[src/rtl/chess_pkg.sv]
// chess_pkg: shared widths, move type and scheduler state encoding
package chess_pkg;
    localparam int MOVE_W  = 12;
    localparam int SCORE_W = 16;
    typedef logic [MOVE_W-1:0] move_t;
    typedef enum logic [2:0] {IDLE, LOAD, ISSUE, WAIT, DONE} sched_state_t;
endpackage

[src/rtl/minimax_move_scheduler_move_buffer.sv]
// move_buffer: candidate move register file with write pointer and read index
module move_buffer
    import chess_pkg::*;
#(
    parameter int DEPTH = 10
) (
    input  logic  clk,
    input  logic  rst_n,
    input  logic  clr,
    input  logic  wr_en,
    input  move_t wr_data,
    input  logic  rd_next,
    output logic  full,
    output logic  last,
    output move_t rd_data
);
    localparam int CW = $clog2(DEPTH + 1);
    move_t mem [DEPTH];
    logic [CW-1:0] count, idx;
    assign full    = count == CW'(DEPTH);
    assign last    = idx + CW'(1) == count;
    assign rd_data = mem[idx];
    always_ff @(posedge clk or negedge rst_n) begin
        if (!rst_n) begin
            count <= '0;
            idx   <= '0;
        end else if (clr) begin
            count <= '0;
            idx   <= '0;
        end else begin
            if (wr_en && !full) count <= count + CW'(1);
            if (rd_next) idx <= idx + CW'(1);
        end
    end
    // storage needs no reset: entries are only read below the write pointer
    always_ff @(posedge clk) begin
        if (wr_en && !full && !clr) mem[count] <= wr_data;
    end
endmodule

[src/rtl/minimax_move_scheduler.sv]
// minimax_move_scheduler: buffers streamed moves, evaluates each in turn, reports the best
module minimax_move_scheduler
    import chess_pkg::*;
#(
    parameter int MAX_MOVES = 10
) (
    input  logic                      clk,
    input  logic                      rst_n,
    input  logic                      start,
    input  logic                      white_to_move,
    input  logic                      mv_valid,
    input  logic [MOVE_W-1:0]         mv_data,
    input  logic                      mv_last,
    input  logic                      mv_empty,
    output logic                      mv_ready,
    output logic                      eval_req,
    output logic [MOVE_W-1:0]         eval_move,
    input  logic                      eval_ack,
    input  logic signed [SCORE_W-1:0] eval_score,
    output logic                      busy,
    output logic                      done,
    output logic [MOVE_W-1:0]         next_move,
    output logic                      no_move,
    output logic                      overflow
);
    sched_state_t state, state_nx;
    logic wtm, best_valid, go, beat, ack, take, full, last;
    logic signed [SCORE_W-1:0] best_score;
    move_t best_move, rd_data;
    assign go        = start && (state == IDLE || state == DONE);
    assign beat      = state == LOAD && mv_valid;
    assign ack       = state == WAIT && eval_ack;
    assign take      = !best_valid || (wtm ? eval_score > best_score : eval_score < best_score);
    assign mv_ready  = state == LOAD;
    assign eval_req  = state == WAIT;
    assign eval_move = eval_req ? rd_data : '0;
    assign busy      = state == LOAD || state == ISSUE || state == WAIT;
    move_buffer #(.DEPTH(MAX_MOVES)) u_buf (
        .clk     (clk),
        .rst_n   (rst_n),
        .clr     (go),
        .wr_en   (beat),
        .wr_data (mv_data),
        .rd_next (ack && !last),
        .full    (full),
        .last    (last),
        .rd_data (rd_data)
    );
    always_comb begin
        state_nx = state;
        case (state)
            IDLE:    state_nx = go ? LOAD : IDLE;
            LOAD:    state_nx = beat && mv_last ? ISSUE : mv_empty ? DONE : LOAD;
            ISSUE:   state_nx = WAIT;
            WAIT:    state_nx = eval_ack ? (last ? DONE : ISSUE) : WAIT;
            DONE:    state_nx = go ? LOAD : DONE;
            default: state_nx = IDLE;
        endcase
    end
    always_ff @(posedge clk or negedge rst_n) begin
        if (!rst_n) begin
            state      <= IDLE;
            wtm        <= 1'b0;
            best_valid <= 1'b0;
            best_score <= '0;
            best_move  <= '0;
            done       <= 1'b0;
            next_move  <= '0;
            no_move    <= 1'b0;
            overflow   <= 1'b0;
        end else begin
            state <= state_nx;
            done  <= state != DONE && state_nx == DONE;
            if (go) begin
                wtm        <= white_to_move;
                best_valid <= 1'b0;
                overflow   <= 1'b0;
                no_move    <= 1'b0;
            end
            if (beat && full) overflow <= 1'b1;
            if (ack && take) begin
                best_valid <= 1'b1;
                best_score <= eval_score;
                best_move  <= rd_data;
            end
            if (state == LOAD && state_nx == DONE) begin
                no_move   <= 1'b1;
                next_move <= '0;
            end
            // the final ack must be folded in before it lands in best_move
            if (ack && last) next_move <= take ? rd_data : best_move;
        end
    end
endmodule

[config.mk]
export PLATFORM = sky130hd
export DESIGN_NAME = minimax_move_scheduler
export DESIGN_NICKNAME = d
export VERILOG_FILES = /design/src/rtl/chess_pkg.sv /design/src/rtl/minimax_move_scheduler_move_buffer.sv /design/src/rtl/minimax_move_scheduler.sv
export SDC_FILE = /design/constraint.sdc
export NUM_CORES = 1
export LEC_CHECK = 0
export ABC_AREA = 1
export ABC_CLOCK_PERIOD_IN_PS = 7400
export CAP_MARGIN = 40
export CORE_ASPECT_RATIO = 0.9
export CORE_UTILIZATION = 40
export CTS_CLUSTER_DIAMETER = 30
export DETAILED_ROUTE_END_ITERATION = 16
export SLEW_MARGIN = 20
export SYNTH_ARGS = -nofsm -noshare
export SYNTH_HDL_FRONTEND = slang
export SYNTH_SLANG_ARGS = --single-unit
export TNS_END_PERCENT = 30
[constraint.sdc]
create_clock -name clk -period 7.4 [get_ports clk]
set_clock_uncertainty 0.15 [all_clocks]
set_input_delay 1.48 -clock clk [delete_from_list [all_inputs] [get_ports clk]]
set_output_delay 1.48 -clock clk [all_outputs]
set_load 0.05 [all_outputs]
==> results of run 1 <==
==> critical path, stage by stage, from the launching register on <==
cell,delay [ns]
sky130_fd_sc_hd__dfrtp_2,0.34
sky130_fd_sc_hd__buf_4,0.52
sky130_fd_sc_hd__inv_2,0.25
sky130_fd_sc_hd__buf_12,0.24
sky130_fd_sc_hd__nor2_1,0.10
sky130_fd_sc_hd__nor2_1,0.04
sky130_fd_sc_hd__o21ai_0,0.11
sky130_fd_sc_hd__o21ai_1,0.10
sky130_fd_sc_hd__o211ai_1,0.15
sky130_fd_sc_hd__o21ai_0,0.22
sky130_fd_sc_hd__inv_2,0.14
sky130_fd_sc_hd__nor2_1,0.05
sky130_fd_sc_hd__clkdlybuf4s50_1,0.72
==> sequential cells by signal (all words and copies together) (netlist names) <==
| signal | cells |
|---|---|
| best_move | 12 |
| best_score | 16 |
| best_valid | 1 |
| done | 1 |
| next_move | 12 |
| no_move | 1 |
| overflow | 1 |
| state | 3 |
| u_buf.count | 4 |
| u_buf.idx | 4 |
| u_buf.mem | 120 |
| wtm | 1 |
==> layer usage <==
metal / global-route usage [%] / wire [µm] / part of all wire [%]
met1: 24.1 / 7980 / 46
met2: 30.0 / 8450 / 49
met3: 3.34 / 730 / 4.2
met4: 6.92 / 250 / 1.4
met5: 0 / 0 / 0
==> metrics by stage <==
stage	setup WS, ns	util, %	total power, W
2_1_floorplan	3.78	-	0.00218
3_3_place_gp	2.53	45.5	0.00247
3_5_place_dp	2.77	45.7	0.00252
4_1_cts	2.31	48.5	0.00336
5_1_grt	2.05	48.6	0.00356
6_report	2.29	48.6	0.00334
==> path summary, 6_finish.rpt <==
| path | from | endpoint | slack (ns) |
|---|---|---|---|
| setup / recovery | u_buf.idx[0] | eval_move[9] | 2.29 |
| hold / removal | best_score[8] | best_score[8] | 0.33 |
| setup reg to reg | best_score[15] | best_score[10] | 4.50 |
| hold reg to reg | best_score[8] | best_score[8] | 0.33 |
| max in group asynchronous | rst_n | u_buf.idx[0] | 5.54 |
| min in group asynchronous | rst_n | next_move[2] | 1.05 |
==> report_power, final <==
group | switching [W] | internal (W)
sequential | 0.0000868 | 0.00120
combinational | 0.000829 | 0.000389
clock | 0.000398 | 0.000440
total | 0.00131 | 0.00203
==> final cells by class <==
cell class              count  area, µm²  area share, %
clock buffers              18        429           4.61
clock inverters            14        116           1.25
inverters                  70        265           2.85
multi-input cells         459       2390           25.7
flip-flops and latches    176       5010           53.8
well taps                 250        313           3.36
repair buffers             81        790           8.48
==> logic make-up (layout without fill, tap and decap cells) <==
| family | Yosys count | in the layout |
|---|---|---|
| compound gates | 125 | 125 |
| xor+xnor | 3 | 3 |
| fa+ha+maj | 21 | 21 |
| buf+inv | 104 | 183 |
| flops | 176 | 176 |
| mux | 10 | 10 |
| simple gates | 300 | 300 |
==> placed cells by master (no fill, tap or decap), types with 2 or more instances in the layout <==
cell / Yosys / layout
sky130_fd_sc_hd__clkinv_2: 0 / 2
sky130_fd_sc_hd__nand2_1: 127 / 127
sky130_fd_sc_hd__dfrtp_1: 56 / 55
sky130_fd_sc_hd__clkinv_1: 2 / 2
sky130_fd_sc_hd__nand3_1: 43 / 43
sky130_fd_sc_hd__o211ai_1: 14 / 14
sky130_fd_sc_hd__o21ai_0: 68 / 68
sky130_fd_sc_hd__inv_6: 0 / 8
sky130_fd_sc_hd__clkinv_4: 0 / 2
sky130_fd_sc_hd__buf_4: 4 / 13
sky130_fd_sc_hd__edfxtp_1: 120 / 120
sky130_fd_sc_hd__nand4_1: 13 / 13
sky130_fd_sc_hd__inv_1: 59 / 59
sky130_fd_sc_hd__nor2_2: 2 / 2
sky130_fd_sc_hd__o221ai_1: 10 / 10
sky130_fd_sc_hd__inv_2: 8 / 8
sky130_fd_sc_hd__clkdlybuf4s50_1: 0 / 64
sky130_fd_sc_hd__o21ai_1: 18 / 18
sky130_fd_sc_hd__nand2_2: 3 / 3
sky130_fd_sc_hd__clkbuf_16: 0 / 17
sky130_fd_sc_hd__a21oi_1: 11 / 11
sky130_fd_sc_hd__nor2_1: 96 / 96
sky130_fd_sc_hd__nand3_2: 2 / 2
sky130_fd_sc_hd__mux2i_1: 10 / 10
sky130_fd_sc_hd__nor3_1: 10 / 10
sky130_fd_sc_hd__ha_1: 21 / 21
==> impl_summary.md, run 1 <==
Run status
The run finished with clean final reports.

Clock network
The post-CTS resize count is 0. The clock drives about 180 sinks. The clock tree from TritonCTS is yes. The buffer levels on the longest clock path is 2. The maximum level of the CTS H-tree is 4. After clock tree synthesis, the setup repair step added 0 buffers. After clock tree synthesis, the clock-pin slew on the worst setup and hold paths is 0.07 ns.

The number of hold buffers added after CTS is 0. The clock tree root driver cell is sky130_fd_sc_hd__clkbuf_16. The later pin in the worst-skew pair is clocked with a latency of about 0.43 ns. Counting the buffers created by CTS gives 17.

Timing
The highest clock frequency the design can meet is 196 MHz. The final hold slack is ~0.33 ns. The smallest clock period supported by the final layout is computed as about 5 ns. The number of hold violations in the final report is 0. Of the available clock period, the critical path in the final layout requires between 60 and 70%.

The final count of pins violating max slew is 0. Setup repair after global routing left no endpoint under its margin. Setup total negative slack on the finished layout was measured at 0 ns.

The actual transition at the worst max-transition pin is about 0.72 ns. The relative slew slack is 51.8%. Setup violations remaining at the end of the flow were counted as 0.

Finish
The number of fill cells is 1,715. The post-synthesis to final-layout area growth is 18.8%. In the final layout, the share of cells above drive strength 1 is between 8 and 9%. The number of standard cells in the layout, taps in and fillers out is ~1,100. The net count of the finished layout is approximately 860. The antenna cell count is 0. After routing the design area is 9310 µm².

Synthesis
For this run, the number of Yosys warnings is 0. Summing the areas of all compound-gate instances in the mapped netlist gives 9.10% of the synthesized area. The post-synthesis share of cell area spent on and, or, nand and nor gates is 16.4%.

The mux contribution to synthesized area is under 10%. The main combinational cell family by area after synthesis is simple AND/OR/NAND/NOR gates. By area the synthesized netlist is led by sky130_fd_sc_hd__edfxtp_1 46%, sky130_fd_sc_hd__dfrtp_1 18%, sky130_fd_sc_hd__nand2_1 6.1%.

Summing the areas of all xor and xnor instances in the mapped netlist gives 0.431% of the synthesized area. The count of flip-flops with a built-in enable after synthesis is between 100 and 150. The synthesized netlist devotes between 3 and 4% of its cell area to adder and majority cells. The biggest area contributor in the post-synthesis netlist is sky130_fd_sc_hd__edfxtp_1. For this run, the register share of the synthesized area comes to a little under two thirds. The most used flip-flop cell after synthesis is sky130_fd_sc_hd__edfxtp_1. The commonest cells after synthesis are 127 x sky130_fd_sc_hd__nand2_1, 120 x sky130_fd_sc_hd__edfxtp_1, 96 x sky130_fd_sc_hd__nor2_1. The async set-reset flop share out of synthesis is approximately a third. The post-synth net total is 796.

The post-synthesis register bit count is ~180. The average instance in the mapped netlist occupies 10.6 µm². In this run the biggest area consumer among cell types represents about 46% of the synthesized area. Yosys instantiated no cell more often than sky130_fd_sc_hd__nand2_1. The post-synthesis instance total is approximately 740. The number of different library cells used by synthesis comes to 37. Summing every instance area after synthesis gives 7840 µm².

Placement
The sum of net half-perimeters after detailed placement is 11.2 mm. The number of placed instances with taps included is 1,035. The area of placed instances is around 8800 µm². The final weighted congestion in routability-driven placement is around 0.83. The number of I/O port buffers is 65.

Power and ir drop
The maximum ir drop on the vdd rail is 155 µV. In this run the power density over the cells is 359 nW/µm². For this design the static power due to leakage is between 3 and 4 nW.

Setup path
Measured in cells, the most critical reg-to-reg path has a length of 14. For the worst setup path, the data required time is a little under 6 ns. By startpoint and endpoint, the worst setup path is classified as register to output port. The worst setup path is captured at an output port. For the worst setup path, the data arrival time is about 3.5 ns. The maximum net fanout on the critical path is 64.

The startpoint class of the critical path is a register.

Global route
The number of antenna violations at the first check in global routing is 0. The number of global-route vias before repair came to 5,371. The aggregate global-route resource usage is around 18%. The wire length of the first global-routing pass is around 28 mm.

Entering global routing, the biggest net connects 65 pins. The overflow left after global routing is 0.

Routing
In the routed layout, each cell is associated on average with a via count of a little over 5. The total via count after detailed routing is 5,464. The wire length per cell is approximately 16 µm.

After the first detailed-routing iteration, the DRC count stood at 321. After detailed routing, the number of remaining DRC violations is 0. Once detail routing completed, the nets flagged for antenna violations numbered 0. The first-pass iteration count of the detailed router is 5. Wires add up to around 17 mm.

Floorplan
The die width is between 100 and 150 µm. The placeable core region is 19,200 µm². The count of pins on the block boundary is between 60 and 70. In this run the vertical extent of the chip is between 100 and 150 µm. The floorplan has 48 rows. The initial utilization of the core area, before any placement, comes to 40.9%. The die area is between 20,000 and 25,000 µm².

Min path
Counting instances, the worst hold path has a depth of 2. The worst hold path belongs to the class register to register.

Flow run
The max capacitance violation total is 0.
Note: power is estimated with default switching activity, not from simulation.
==> run 2, diff against run 1 <==
--- a/config.mk
+++ b/config.mk
@@ -6,7 +6,7 @@
 export NUM_CORES = 1
 export LEC_CHECK = 0
 export ABC_AREA = 1
-export ABC_CLOCK_PERIOD_IN_PS = 7400
+export ABC_CLOCK_PERIOD_IN_PS = 4900
 export CAP_MARGIN = 40
 export CORE_ASPECT_RATIO = 0.9
 export CORE_UTILIZATION = 40
==> constraint.sdc (replaced) <==
create_clock -name clk -period 4.9 [get_ports clk]
set_clock_uncertainty 0.15 [all_clocks]
set_input_delay 0.98 -clock clk [delete_from_list [all_inputs] [get_ports clk]]
set_output_delay 0.98 -clock clk [all_outputs]
set_load 0.05 [all_outputs]
==> run 2 against run 1 <==
Critical path type unchanged. Cell count grew 0.47%. Setup slack worse by 1.6 ns. Clock power up 61%. Largest power group unchanged. Power increased by 54%. Routed wire length grew 2.4%. Non-clock buffer count up 5. Combinational power is 53% higher. Global-route usage up 0.31 points. Critical path depth is 4 lower. Count of clock-buffer cells in the layout down 1. First-iteration DRC count is 24% higher. Core utilization is 0.39 points higher.
==> impl_summary.md, run 2 (same netlist as run 1, synthesis figures left out) <==
Run status
The run finished with clean final reports.

Setup path
By startpoint and endpoint, the worst setup path is classified as register to output port. STA classifies the critical path endpoint as an output port. The arrival time of data at the critical path endpoint is 3.09 ns (-0.39 ns).

In this design, the largest share of critical-path delay is due to buffers and inverters. The maximum net fanout on the critical path is 63 (-1.6%). The number of cells on the critical path is 8 (-4).

STA classifies the critical path startpoint as a register. The cell depth of the worst flop-to-flop path is 13 (-1). The data required time at the worst endpoint is 3.77 ns (-2.00 ns). The cell that appears most often on the critical path is sky130_fd_sc_hd__o21ai_0.

The delay of the slowest critical-path stage came to 0.83 ns (+0.11 ns). The largest individual stage delay along the critical path comes from the cell sky130_fd_sc_hd__clkdlybuf4s50_1. The buffer and inverter count on the worst path is 3 (-2). The signal on the critical path passes through buf_4 -> o21ai_0 -> o21ai_0 -> o211ai_1 -> o21ai_0 -> inv_1 -> nor2_1 -> clkdlybuf4s50_1.

Global route
The met3 track demand over resource is 4.46% (+1.1 points). The overflow left after global routing is 0 (unchanged). The pin count of the biggest net entering global routing is 64 (-1.5%). The wire length of the first global-routing pass is 28.0 mm (+1.0%). The number of antenna violations at the first check in global routing was 0 (unchanged).

The met1 layer usage reported by global route is 23.9% (-0.25 points). The met2 usage in global routing came to 30.5% (+0.44 points). The number of global-route vias before repair came to 5,330 (-0.76%).

The most utilized layer in the global route result is met2. The aggregate global-route resource usage is 18.6% (+0.31 points).

Clock network
The post-CTS resize count was 0 (unchanged). TritonCTS built the clock tree. The clock-pin slew reported for the worst setup and hold paths after clock tree synthesis is 0.07 ns (about the same). The number of CTS-inserted buffers is 17 (unchanged). The clock tree root driver cell is sky130_fd_sc_hd__clkbuf_16.

The clock sink count was 176 (unchanged). The maximum level of the CTS H-tree is 4 (unchanged). The number of buffers inserted by post-CTS setup repair is 0 (unchanged). The number of hold buffers added after CTS was 0 (unchanged). The buffer levels on the longest clock path came to 2 (unchanged).

The clock latency on the worst-skew pair came to 0.44 ns (about the same).

Finish
The library cell used most frequently in the layout, excluding fill and tap cells, is sky130_fd_sc_hd__nand2_1. The post-synthesis to final-layout area growth is 19.8%. The register name with the most flops is u_buf.mem. The post-layout net count is 867 (+0.58%). The antenna cell count is 0 (unchanged). The largest registers in the layout are u_buf.mem (120), best_score (16).

The layout cell share with drive strength beyond 1 is 9.23% (+0.68 points). The number of flip-flops in the largest register is 120 (unchanged). In the layout the commonest cells are 127 x sky130_fd_sc_hd__nand2_1, 120 x sky130_fd_sc_hd__edfxtp_1, 96 x sky130_fd_sc_hd__nor2_1.

Timing
The part of the cycle the worst path needs is between 80% and 90%. The relative slew slack was 53.2% (+1.4 points). The actual transition at the worst max-transition pin came to 0.702 ns (-0.0213 ns). Setup repair after global routing left no endpoint under its margin. The number of setup violations in the final report is 0 (unchanged). The number of hold violations in the final report came to 0 (unchanged). The routed design could run at a clock period as short as about 4.2 ns. The post-route worst setup slack is 0.682 ns (-1.61 ns).

For this run, the top clock speed supported by timing is approximately 240 MHz. The post-route setup TNS was 0 ns (unchanged). The final count of pins violating max slew is 0 (unchanged).

Routing
The wire length per cell was 16.6 µm (+1.9%). The DRC violation count after routing is 0 (unchanged). The final wirelength is 17.8 mm (+2.4%).

The remaining antenna violation count is 0 (unchanged). The total via count after detailed routing is 5,589 (+2.3%). The first-pass iteration count of the detailed router is 5 (unchanged). The per-cell via count in the routed design is 5.21 (+1.8%). The number of violations reported at the end of detailed-routing iteration 0 is 397 (+24%).

Floorplan
The count of pins on the block boundary is 66 (unchanged). The die width is 150 µm (unchanged). The standard-cell row count was 48 (unchanged). The initial core utilization was 40.9% (unchanged). The placeable core region was 19,200 µm² (unchanged). The die outline height is 135 µm (unchanged). The die area is 20,200 µm² (unchanged).

Placement
The worst setup timing slack at the placement stage is 1.01 ns (-1.76 ns). The final weighted congestion in routability-driven placement was 0.870 (+5.5%). The sum of net half-perimeters after detailed placement is 11.5 mm (+3.2%). The number of I/O port buffers is 65 (unchanged).

Min path
The min-delay analysis places its worst path in the category register to register. The number of stages on the worst hold path is 2 (unchanged).

Power and ir drop
The total design power is 0.00516 W (+54%). The maximum ir drop on the vdd rail came to 218 µV (+41%). The leakage power summed over all cells came to 3.78 nW (+1.1%).

The power density normalized to cell area is 550 nW/µm² (+53%).

Flow run
The max capacitance violation total is 0 (unchanged).
==> run 2: changes by cell type in the layout (fill, tap and decap cells not counted), sizes merged <==
cell      previous run  this run
clkbuf              18        17
clkinvlp             1         2
bufinv               0         1
clkinv               6         5
buf                 17        22
==> run 2: path summary, 6_finish.rpt <==
kind | endpoint | from | slack (ns)
max in group asynchronous | u_buf.idx[0] | rst_n | 3.56
min in group asynchronous | next_move[2] | rst_n | 0.53
worst min register to register | best_score[8] | best_score[8] | 0.32
worst max register to register | next_move[6] | best_score[15] | 2.30
worst max-delay path | eval_move[1] | u_buf.idx[0] | 0.68
worst min-delay path | best_score[8] | best_score[8] | 0.32
==> run 2: stage by stage <==
step | hold slack (ns) | std cells | util (%) | instance area (µm²)
global placement | 0.304 | 1039 | 45.7 | 8760
floorplan | 0.292 | 739 | - | 7840
finish | 0.323 | 1073 | 49.0 | 9380
detailed placement | 0.309 | 1039 | 45.7 | 8760
global route | 0.362 | 1073 | 49.0 | 9380
CTS | 0.327 | 1071 | 48.8 | 9350
==> run 2: final cells by class <==
cell class	instances	area, µm²
multi-input cells	459	2390
clock buffers	17	425
flip-flops and latches	176	5010
well taps	250	313
repair buffers	86	820
inverters	70	265
fillers	1699	9770
clock inverters	15	164
==> run 2: power by group <==
part	leakage [nW]	internal (W)	switching (W)
combinational	1.69	0.000600	0.00127
clock	0.286	0.000726	0.000627
sequential	1.80	0.00181	0.000127
total	3.78	0.00314	0.00202
==> run 2: worst register-to-register path, delay by kind of cell, from the launching register on <==
family / cells / cell delay [ns]
buf+inv: 2 / 0.35
fa+ha+maj: 1 / 0.31
compound gates: 3 / 0.40
simple gates: 7 / 0.92
flops: 1 / 0.37
==> run 2: per-layer routing <==
layer | up-vias | wire [µm]
met1 | 2694 | 7990
li1 | 2690 | -
met4 | 0 | 272
met3 | 26 | 1100
met5 | - | 0
met2 | 179 | 8470
